## config.mk

```make
export PLATFORM = sky130hd
export DESIGN_NAME = zeroskip_tile_sched
export DESIGN_NICKNAME = d
export VERILOG_FILES = /design/src/rtl/zeroskip_pkg.sv /design/src/rtl/zs_credit_ctr.sv /design/src/rtl/zeroskip_tile_sched.sv
export SDC_FILE = /design/constraint.sdc
export NUM_CORES = 1
export LEC_CHECK = 0
export ABC_AREA = 1
export CAP_MARGIN = 20
export CORE_AREA = 4 4 602 604
export DETAILED_ROUTE_END_ITERATION = 10
export DIE_AREA = 0 0 606 608
export PLACE_DENSITY_LB_ADDON = 0.3
export SYNTH_ARGS = -nofsm -noshare
export SYNTH_HDL_FRONTEND = slang
export SYNTH_SLANG_ARGS = --single-unit
```

## constraint.sdc

```tcl
create_clock -name clk -period 39.6 [get_ports clk]
set_input_delay 7.92 -clock clk [delete_from_list [all_inputs] [get_ports clk]]
set_output_delay 7.92 -clock clk [all_outputs]
set_load 0.01 [all_outputs]
```

## src/rtl/zeroskip_pkg.sv

```systemverilog
// Shared types for the zero-skip tile scheduler: FSM states, sparsity
// mode encoding and bit positions inside the sticky error vector.
package zeroskip_pkg;

    typedef enum logic [1:0] {
        IDLE  = 2'd0,
        RUN   = 2'd1,
        DRAIN = 2'd2,
        DONE  = 2'd3
    } sched_state_t;

    // Encoding matches cfg_nz_sel so the input can be cast directly.
    typedef enum logic {
        NZ_QUAR = 1'b0,
        NZ_HALF = 1'b1
    } nz_mode_t;

    localparam int ERR_W         = 2;
    localparam int ERR_CRD_OVF   = 0;
    localparam int ERR_STRAY_ENC = 1;

endpackage

```

## src/rtl/zs_credit_ctr.sv

```systemverilog
// Downstream output-buffer credit counter. Starts full, take consumes a
// slot, give returns one. A simultaneous take and give cancel out; a give
// while already full saturates and raises a one-cycle overflow pulse.
module zs_credit_ctr #(
    parameter int CREDIT_MAX = 4,
    parameter int CREDIT_W   = $clog2(CREDIT_MAX + 1)
) (
    input  logic clk,
    input  logic a_rst,
    input  logic take,
    input  logic give,
    output logic avail,
    output logic overflow
);

    localparam logic [CREDIT_W-1:0] FULL = CREDIT_W'(CREDIT_MAX);

    logic [CREDIT_W-1:0] credits;

    assign avail    = (credits != '0);
    assign overflow = give && !take && (credits == FULL);

    // Credit count update; take never arrives at zero because the scheduler gates it with avail.
    always_ff @(posedge clk or posedge a_rst) begin
        if (a_rst) begin
            credits <= FULL;
        end else if (take && !give) begin
            if (credits != '0) begin
                credits <= credits - 1'b1;
            end
        end else if (give && !take) begin
            if (credits != FULL) begin
                credits <= credits + 1'b1;
            end
        end
    end

endmodule

```

## src/rtl/zeroskip_tile_sched.sv

```systemverilog
// Tile scheduler in front of the 256-MAC zero-skip datapath. Joins the
// activation and mask streams, issues paired beats only when a downstream
// credit is available, tracks beats and encoded outputs per tile and
// signals done once the tile has drained. The datapath has no backpressure,
// so every flow-control decision is made here.
module zeroskip_tile_sched
    import zeroskip_pkg::*;
#(
    parameter int M          = 16,
    parameter int DATA_W     = 8,
    parameter int LEN_W      = 16,
    parameter int CREDIT_MAX = 4,
    parameter int CREDIT_W   = $clog2(CREDIT_MAX + 1)
) (
    input  logic                    clk,
    input  logic                    a_rst,
    input  logic                    cfg_start,
    input  logic                    cfg_nz_sel,
    input  logic [LEN_W-1:0]        cfg_tile_len,
    input  logic                    cfg_abort,
    input  logic                    act_vld_i,
    output logic                    act_rdy_o,
    input  logic [2*M*DATA_W-1:0]   act_i,
    input  logic                    znz_vld_i,
    output logic                    znz_rdy_o,
    input  logic [2*M*M-1:0]        znz_i,
    output logic                    zs_enable_o,
    output logic                    zs_nz_sel_o,
    output logic [2*M*DATA_W-1:0]   zs_act_o,
    output logic                    zs_act_vld_o,
    output logic [2*M*M-1:0]        zs_znz_o,
    output logic                    zs_znz_vld_o,
    input  logic                    zs_enc_vld_i,
    input  logic                    crd_ret_i,
    output logic                    busy_o,
    output logic                    done_o,
    output logic [ERR_W-1:0]        err_o
);

    sched_state_t     state;
    nz_mode_t         mode_q;
    logic [LEN_W-1:0] len_q;
    logic [LEN_W-1:0] outs_seen;
    logic [LEN_W:0]   beats_total;
    logic [LEN_W:0]   beats_issued;

    logic credit_avail;
    logic credit_ovf;
    logic credit_ok;
    logic issue_ok;
    logic fire;
    logic take;
    logic last_beat;
    logic stray_enc;

    // Issue qualification: odd quarter-mode beats ride on the slot reserved by the even beat before them.
    always_comb begin
        credit_ok = credit_avail;
        if (mode_q == NZ_QUAR && beats_issued[0]) begin
            credit_ok = 1'b1;
        end
        issue_ok  = (state == RUN) && !cfg_abort && credit_ok && (beats_issued < beats_total);
        fire      = issue_ok && act_vld_i && znz_vld_i;
        take      = fire && (mode_q == NZ_HALF || !beats_issued[0]);
        last_beat = ((beats_issued + 1'b1) == beats_total);
        stray_enc = zs_enc_vld_i && (state == IDLE || state == DONE);
    end

    assign act_rdy_o = issue_ok;
    assign znz_rdy_o = issue_ok;

    zs_credit_ctr #(
        .CREDIT_MAX (CREDIT_MAX),
        .CREDIT_W   (CREDIT_W)
    ) u_credit (
        .clk      (clk),
        .a_rst    (a_rst),
        .take     (take),
        .give     (crd_ret_i),
        .avail    (credit_avail),
        .overflow (credit_ovf)
    );

    // Tile FSM with registered busy/enable/done and the per-tile counters.
    always_ff @(posedge clk or posedge a_rst) begin
        if (a_rst) begin
            state        <= IDLE;
            mode_q       <= NZ_QUAR;
            len_q        <= '0;
            beats_total  <= '0;
            beats_issued <= '0;
            outs_seen    <= '0;
            zs_nz_sel_o  <= 1'b0;
            zs_enable_o  <= 1'b0;
            busy_o       <= 1'b0;
            done_o       <= 1'b0;
        end else begin
            done_o <= 1'b0;
            case (state)
                IDLE: begin
                    if (cfg_start) begin
                        mode_q       <= nz_mode_t'(cfg_nz_sel);
                        zs_nz_sel_o  <= cfg_nz_sel;
                        len_q        <= cfg_tile_len;
                        beats_total  <= cfg_nz_sel ? {1'b0, cfg_tile_len} : {cfg_tile_len, 1'b0};
                        beats_issued <= '0;
                        outs_seen    <= '0;
                        busy_o       <= 1'b1;
                        if (cfg_tile_len == '0) begin
                            state       <= DONE;
                            done_o      <= 1'b1;
                            zs_enable_o <= 1'b0;
                        end else begin
                            state       <= RUN;
                            zs_enable_o <= 1'b1;
                        end
                    end
                end
                RUN: begin
                    if (cfg_abort) begin
                        state        <= IDLE;
                        beats_total  <= '0;
                        beats_issued <= '0;
                        outs_seen    <= '0;
                        zs_enable_o  <= 1'b0;
                        busy_o       <= 1'b0;
                    end else begin
                        if (fire) begin
                            beats_issued <= beats_issued + 1'b1;
                            if (last_beat) begin
                                state <= DRAIN;
                            end
                        end
                        if (zs_enc_vld_i) begin
                            outs_seen <= outs_seen + 1'b1;
                        end
                    end
                end
                DRAIN: begin
                    if (cfg_abort) begin
                        state        <= IDLE;
                        beats_total  <= '0;
                        beats_issued <= '0;
                        outs_seen    <= '0;
                        zs_enable_o  <= 1'b0;
                        busy_o       <= 1'b0;
                    end else if (outs_seen == len_q) begin
                        state       <= DONE;
                        zs_enable_o <= 1'b0;
                        done_o      <= 1'b1;
                    end else if (zs_enc_vld_i) begin
                        outs_seen <= outs_seen + 1'b1;
                    end
                end
                DONE: begin
                    state        <= IDLE;
                    busy_o       <= 1'b0;
                    beats_total  <= '0;
                    beats_issued <= '0;
                    outs_seen    <= '0;
                end
            endcase
        end
    end

    // Sticky error flags, cleared only by reset.
    always_ff @(posedge clk or posedge a_rst) begin
        if (a_rst) begin
            err_o <= '0;
        end else begin
            if (credit_ovf) begin
                err_o[ERR_CRD_OVF] <= 1'b1;
            end
            if (stray_enc) begin
                err_o[ERR_STRAY_ENC] <= 1'b1;
            end
        end
    end

    // Register each fired beat toward the datapath; valid lasts exactly one cycle.
    always_ff @(posedge clk or posedge a_rst) begin
        if (a_rst) begin
            zs_act_o     <= '0;
            zs_znz_o     <= '0;
            zs_act_vld_o <= 1'b0;
            zs_znz_vld_o <= 1'b0;
        end else begin
            zs_act_vld_o <= fire;
            zs_znz_vld_o <= fire;
            if (fire) begin
                zs_act_o <= act_i;
                zs_znz_o <= znz_i;
            end
        end
    end

endmodule

```

==> metrics.md, run 1 <==
| Metric | Value |
|---|---|
| Status | `finished, final reports clean` |
| Biggest cell delay along the critical path | `about 0.73 ns` |
| Drt initial violations | `~2,300` |
| Max Used Layer | `met5` |
| I/O pins | `approximately 1,600` |
| CTS Sinks | `846` |
| Clk_lat worst skew | `0.83 ns` |
| Final min period | `between 15 and 20 ns` |
| Critical path required time | `roughly 32 ns` |
| # fillers | `40,210` |
| Area Growth Syn to Fin | `75.65%` |
| Highest clock rate | `0.05425 GHz` |
| Placer Congestion | `0.8755` |
| Vias in the first global route | `around 36,000` |
| Setup_tns | `0 ns` |
| Setup violators final | `0` |
| Max_cap viols | `0` |
| Critical Path AT | `around 11 ns` |
| Layout Cells excl Fill | `~10,000` |
| CTS Buf Count | `approximately 130` |
| Synth area leader | `dfrtp_1` |
| Synthesized flop and latch total | `about 850` |
| Cell Pwr Density | `89.84 mW/mm²` |
| Critical path type | `input port to output pin` |
| Total gr overflow | `0` |
| Final Hold Vio Count | `0` |
| Post-DRT Antenna Nets | `0` |
| Post-CTS Resized | `0` |
| Leading post-synthesis cells by cell area | `dfrtp_1 (62%), nand2_1 (28%), buf_2 (1.8%)` |
| Register Area | `about 0.021 mm²` |
| CTS tree | `built` |
| Via/cell ratio | `3.293` |
| Post-synth EDFFs | `0` |
| Clk slew on worst S/H paths | `about 0.05 ns` |
| Die area | `0.3684 mm²` |
| Pins over their slew limit | `0` |
| Fin util | `between 10% and 20%` |
| Pre-CTS setup slack | `21.09 ns` |
| CP Max Fanout | `11` |
| Crit start category | `input port` |
| Unique masters post-synth | `38` |
| Total power | `around 5.3 mW` |
| Via count | `~34,000` |
| Met3 WL | `just under 50,000 µm` |
| Die X | `approximately 600 µm` |
| Final instance area | `between 0.05 and 0.06 mm²` |
| Routed wire length on met2 | `~150,000 µm` |
| Slowest CP cell | `clkdlybuf4s50_1` |
| DP Wirelength | `slightly below 300,000 µm` |
| First-pass GRT wire length | `around 420,000 µm` |
| Mapped cell area | `~0.034 mm²` |
| CTS hold repair buffers | `0` |
| Buffer depth of the longest clock path | `4` |
| Hold crit path type | `flop to flop` |
| Layout cells sized above 1 | `under 10%` |
| Slew @ Worst Pin | `roughly 1.1 ns` |
| Leak Pwr | `26.92 nW` |
| Post-DP Area | `roughly 0.055 mm²` |
| M1 WL | `between 100,000 and 150,000 µm` |
| Setup bufs post-CTS | `0` |
| H-tree depth | `4` |
| Asr flop ratio synth | `between 90% and 100%` |
| Ys flop type | `dfrtp_1` |
| Initial Util | `9.470%` |
| Commonest non-fill, non-tap cell in the layout | `nand2_1` |
| Tcrit/Tclk final | `between 40% and 50%` |
| PnR worst setup slack | `about 21 ns` |
| Final hold slack | `roughly 0.46 ns` |
| Slew HR | `a little over a quarter` |
| Crit end category | `output pin` |
| PortBufs | `1,570` |
| Max VDD drop | `roughly 28 µV` |
| Area of the multi-input gates | `0.01129 mm²` |
| Largest net degree at the start of global routing | `186` |
| Seq/Total Area, Yosys | `around 63%` |
| RSZ-0062 raised after global routing | `no` |
| Cell occurring most often along the worst timing path | `clkdlybuf4s50_1` |
| Die Height | `a little over 600 µm` |
| Drt wl/cell | `around 33 µm` |
| Fin nets | `6,305` |
| Final WL | `around 340,000 µm` |
| GRT Resource Usage Total | `between 10% and 20%` |
| Clock Tree Root | `clkbuf_16` |
| Row count | `220` |
| Core area | `roughly 0.36 mm²` |
| Top-area cell type share of the netlist area | `a little over three fifths` |
| Cell count after synthesis | `3,936` |
| Clk_skew | `~0.054 ns` |
| DRC Markers | `0` |
| DR pass1 iterations | `8` |
| Ys Warns | `0` |
| CP cell instances | `clkdlybuf4s50_1 > nor2_1 > buf_4 > nand2_1 > clkinv_1 > nand4_1 > inv_1 > clkdlybuf4s50_1` |
| Initial antenna violation count | `159` |
| Syn_nets | `4,754` |
| Placed Cells | `10,120` |
| Most frequent cells in the layout | `nand2_1 (2,498), clkdlybuf4s50_1 (1,570), dfrtp_1 (845)` |
| Synthesized area per cell | `8.603 µm²` |
-- Yosys cell counts (2+ instances only) --
cell,instances
a21o_1,2
a21oi_1,10
buf_2,120
buf_4,42
buf_6,3
clkbuf_1,26
clkinv_1,3
dfrtp_1,845
ha_1,24
inv_1,84
inv_2,8
nand2_1,2498
nand3_1,51
nand3b_1,3
nand4_1,16
nor2_1,58
nor2_2,5
nor3_1,6
nor4_1,6
o21ai_0,53
o21ai_1,9
o22ai_1,15
o41ai_1,6
xnor2_1,19
xor2_1,11
-- layout make-up --
type | instances | share of cell area [%]
tap | 4773 | 10.04
inverter | 95 | 0.6248
multi-input combinational | 2804 | 18.98
sequential | 846 | 35.60
clock inverter | 52 | 1.277
clock buffer | 185 | 6.364
timing repair buffer | 1606 | 26.96
antenna | 36 | 0.1515
-- state kept, by name (all words and copies together) (netlist names) --
| register | cells |
|---|---|
| zs_znz_o | 512 |
| zs_act_o | 256 |
| beats_issued | 17 |
| beats_total | 17 |
| len_q | 16 |
| outs_seen | 16 |
| u_credit.credits | 3 |
| err_o | 2 |
| state | 2 |
| busy_o | 1 |
| done_o | 1 |
| mode_q | 1 |
| zs_enable_o | 1 |
| zs_znz_vld_o | 1 |
-- worst max-delay path, delay by kind of cell --
kind	cells	cell delay, ns
buffers and inverters	5	1.97
and+or+nand+nor	3	0.60
-- report_power, final --
part	total (mW)	switching, mW	leakage [nW]	internal (mW)
Clock	1.28	0.511	2.23	0.765
Sequential	1.57	0.280	10.8	1.29
Combinational	2.50	1.56	13.9	0.934
-- worst paths after layout --
path / cells after the start / slack (ns) / startpoint / to
max: 8 / 21.17 / cfg_abort / act_rdy_o
min: 1 / 0.46 / err_o[1]$_DFFE_PP0P_ / err_o[1]$_DFFE_PP0P_
max reg2reg: 15 / 34.03 / beats_issued[15]$_DFFE_PP0P_ / zs_act_o[12]$_DFFE_PP0P_
min reg2reg: 1 / 0.46 / err_o[1]$_DFFE_PP0P_ / err_o[1]$_DFFE_PP0P_
max in group asynchronous: 6 / 28.35 / a_rst / zs_act_o[62]$_DFFE_PP0P_
min in group asynchronous: 2 / 7.61 / a_rst / zs_act_o[165]$_DFFE_PP0P_
-- layer usage --
| metal | vias up | global-route usage [%] |
|---|---|---|
| met2 | 1436 | 27.71 |
| met1 | 17120 | 19.97 |
| met3 | 498 | 11.49 |
| li1 | 15170 | - |
| met4 | 16 | 4.256 |
| met5 | - | 0 |
-- kinds of logic after synthesis --
kind of cell | count (synthesis) | share of synthesized area [%]
DFF | 846 | 62.52
and+or+nand+nor | 2647 | 29.85
muxes | 1 | 0.03325
adders and majority gates | 25 | 0.9459
buffers and inverters | 286 | 4.146
xor gates and xnor gates | 31 | 0.8425
AOI/OAI and AO/OA | 100 | 1.659
(Power assumes the default switching activity.)
==> run 2, diff against run 1 <==
==> constraint.sdc (replaced) <==
create_clock -name clk -period 16.8 [get_ports clk]
set_input_delay 3.36 -clock clk [delete_from_list [all_inputs] [get_ports clk]]
set_output_delay 3.36 -clock clk [all_outputs]
set_load 0.01 [all_outputs]
==> run 2 against run 1 <==
  * Combinational power increased by 130%
  * Via count up 0.86%
  * First-iteration DRC count is 7.0% higher
  * Count of clock-buffer cells in the layout is 4 lower
  * Global-route usage down 0.14 points
  * Hold slack improved by 0.0074 ns
  * Non-clock buffer count rose by 5
  * Critical path depth unchanged
  * Critical endpoint is now znz_rdy_o
  * Largest cell class unchanged
==> metrics.md, run 2 (synthesized netlist as in run 1, its figures left out) <==
| Metric | Value |
|---|---|
| Clock Tree Root | `clkbuf_16` |
| Via count | `34,540` |
| Tcrit/Tclk final | `~54%` |
| CTS hold repair buffers | `0` |
| FF-to-FF End | `zs_znz_o[502]$_DFFE_PP0P_` |
| Leak Pwr | `~27 nW` |
| Slew @ Worst Pin | `roughly 1.1 ns` |
| Slew HR | `29.88%` |
| Initial Util | `under 10%` |
| Via/cell ratio | `approximately 3.3` |
| Post-DRT Antenna Nets | `0` |
| Status | `finished, final reports clean` |
| Worst Hold Launch | `zs_znz_o[116]$_DFFE_PP0P_` |
| Clk_lat worst skew | `0.86 ns` |
| Row count | `220` |
| Crit. Startpoint | `cfg_abort` |
| Busiest layer in global routing | `met2` |
| Post-CTS Resized | `0` |
| Critical Path AT | `approximately 5.7 ns` |
| H-tree depth | `4` |
| DRC Markers | `0` |
| Placer Congestion | `around 0.85` |
| Buffer depth of the longest clock path | `4` |
| WHS Path Cells | `2` |
| Register Area | `0.02117 mm²` |
| I/O pins | `roughly 1,600` |
| GR Util met3 | `10.35%` |
| First-pass GRT wire length | `roughly 420,000 µm` |
| Biggest cell delay along the critical path | `about 0.75 ns` |
| Hold endpoint | `zs_znz_o[116]$_DFFE_PP0P_` |
| Clk slew on worst S/H paths | `~0.05 ns` |
| Slowest CP cell | `clkdlybuf4s50_1` |
| Reg2reg setup slack | `11.41 ns` |
| Final Hold Vio Count | `0` |
| Max_cap viols | `0` |
| Layout cells sized above 1 | `~4.9%` |
| CP Max Fanout | `11` |
| CTS Buf Count | `approximately 140` |
| GRT met1 Usage | `20.49%` |
| Hold crit path type | `flop to flop` |
| Total gr overflow | `0` |
| Commonest non-fill, non-tap cell in the layout | `nand2_1` |
| Largest Register | `zs_znz_o` |
| Cell occurring most often along the worst timing path | `clkdlybuf4s50_1` |
| Die area | `~0.37 mm²` |
| Max reg flops | `512` |
| Vias in the first global route | `between 30,000 and 40,000` |
| # fillers | `between 40,000 and 50,000` |
| Met2 Use GR | `27.96%` |
| Final WL | `between 300,000 and 400,000 µm` |
| Pre-CTS setup slack | `around 7.8 ns` |
| Cell Pwr Density | `about 210 mW/mm²` |
| Critical path type | `input port to output pin` |
| Crit start category | `input port` |
| Final min period | `~9 ns` |
| Drt wl/cell | `about 32 µm` |
| Clk_skew | `roughly 0.073 ns` |
| Regs by FF count | `zs_znz_o (512), zs_act_o (256)` |
| Area Growth Syn to Fin | `75.65%` |
| Layout Cells excl Fill | `10,380` |
| Initial antenna violation count | `around 130` |
| Most frequent cells in the layout | `nand2_1 (2,498), clkdlybuf4s50_1 (1,570), dfrtp_1 (845)` |
| Core area | `between 0.3 and 0.4 mm²` |
| DP Wirelength | `~290,000 µm` |
| CTS Sinks | `around 850` |
| Worst path top cell family by delay | `buffers and inverters` |
| RSZ-0062 raised after global routing | `no` |
| PortBufs | `1,570` |
| Critical register-to-register path startpoint | `beats_total[12]$_DFFE_PP0P_` |
| Fin nets | `6,311` |
| Setup_tns | `0 ns` |
| CTS tree | `built` |
| Critical path required time | `13.44 ns` |
| CP cell instances | `clkdlybuf4s50_1 > nor2_1 > buf_4 > nand2_1 > clkinv_1 > nand4_1 > inv_1 > clkdlybuf4s50_1` |
| Crit path buf inv count | `5` |
| DR pass1 iterations | `5` |
| Die Height | `roughly 600 µm` |
| Area of the multi-input gates | `0.01129 mm²` |
| Setup violators final | `0` |
| Highest clock rate | `around 0.11 GHz` |
| Pins over their slew limit | `0` |
| PnR worst setup slack | `between 7 and 8 ns` |
| GRT Resource Usage Total | `between 10% and 20%` |
| Drt initial violations | `~2,400` |
| Setup bufs post-CTS | `0` |
| Max VDD drop | `approximately 86 µV` |
| Die X | `a little over 600 µm` |
| Largest net degree at the start of global routing | `roughly 130` |
| Crit end category | `output pin` |
| R2R cell count | `16` |
| Placed Cells | `between 10,000 and 15,000` |
[run 2: worst max-delay path by stage]
| stage | endpoint | depth (start not counted) |
|---|---|---|
| finish | znz_rdy_o | 8 |
| global route | znz_rdy_o | 8 |
| CTS | znz_rdy_o | 8 |
| detailed placement | znz_rdy_o | 8 |
| global placement | znz_rdy_o | 8 |
| floorplan | beats_issued[0]$_DFFE_PP0P_ | 1 |
[run 2: area by class of cell]
type | count | share of cell area [%]
antenna | 18 | 0.07573
clock buffer | 181 | 6.517
clock inverter | 49 | 1.121
inverter | 95 | 0.6185
multi-input combinational | 2804 | 18.98
sequential | 846 | 35.60
tap | 4773 | 10.04
timing repair buffer | 1611 | 27.05
[run 2: tightest hold or removal path: cells and delay by family, from the launching register on]
kind             cells  cell delay [ns]
flip-flops           1             0.34
AND/OR/NAND/NOR      2             0.09
[run 2: layer usage]
layer	wire length (µm)	vias up
met3	45010	405
li1	-	15170
met5	16	-
met1	133000	17520
met4	6567	2
met2	151100	1436
[run 2: power by group]
part	internal, mW	total (mW)	switching, mW
logic	2.20	5.83	3.63
registers	3.04	3.82	0.784
clock network	1.82	3.01	1.19
total	7.06	12.7	5.61
[run 2: per-stage QoR]
stage / hold slack, ns / utilization, % / cell area (µm²) / power, mW
global route: 0.4844 / 16.63 / 59460 / 13.51
finish: 0.4679 / 16.63 / 59480 / 12.67
global placement: 0.4528 / 15.34 / 54850 / 9.882
CTS: 0.4712 / 16.61 / 59410 / 13.05
detailed placement: 0.4571 / 15.34 / 54860 / 9.853
floorplan: 0.4581 / - / 33870 / 5.132
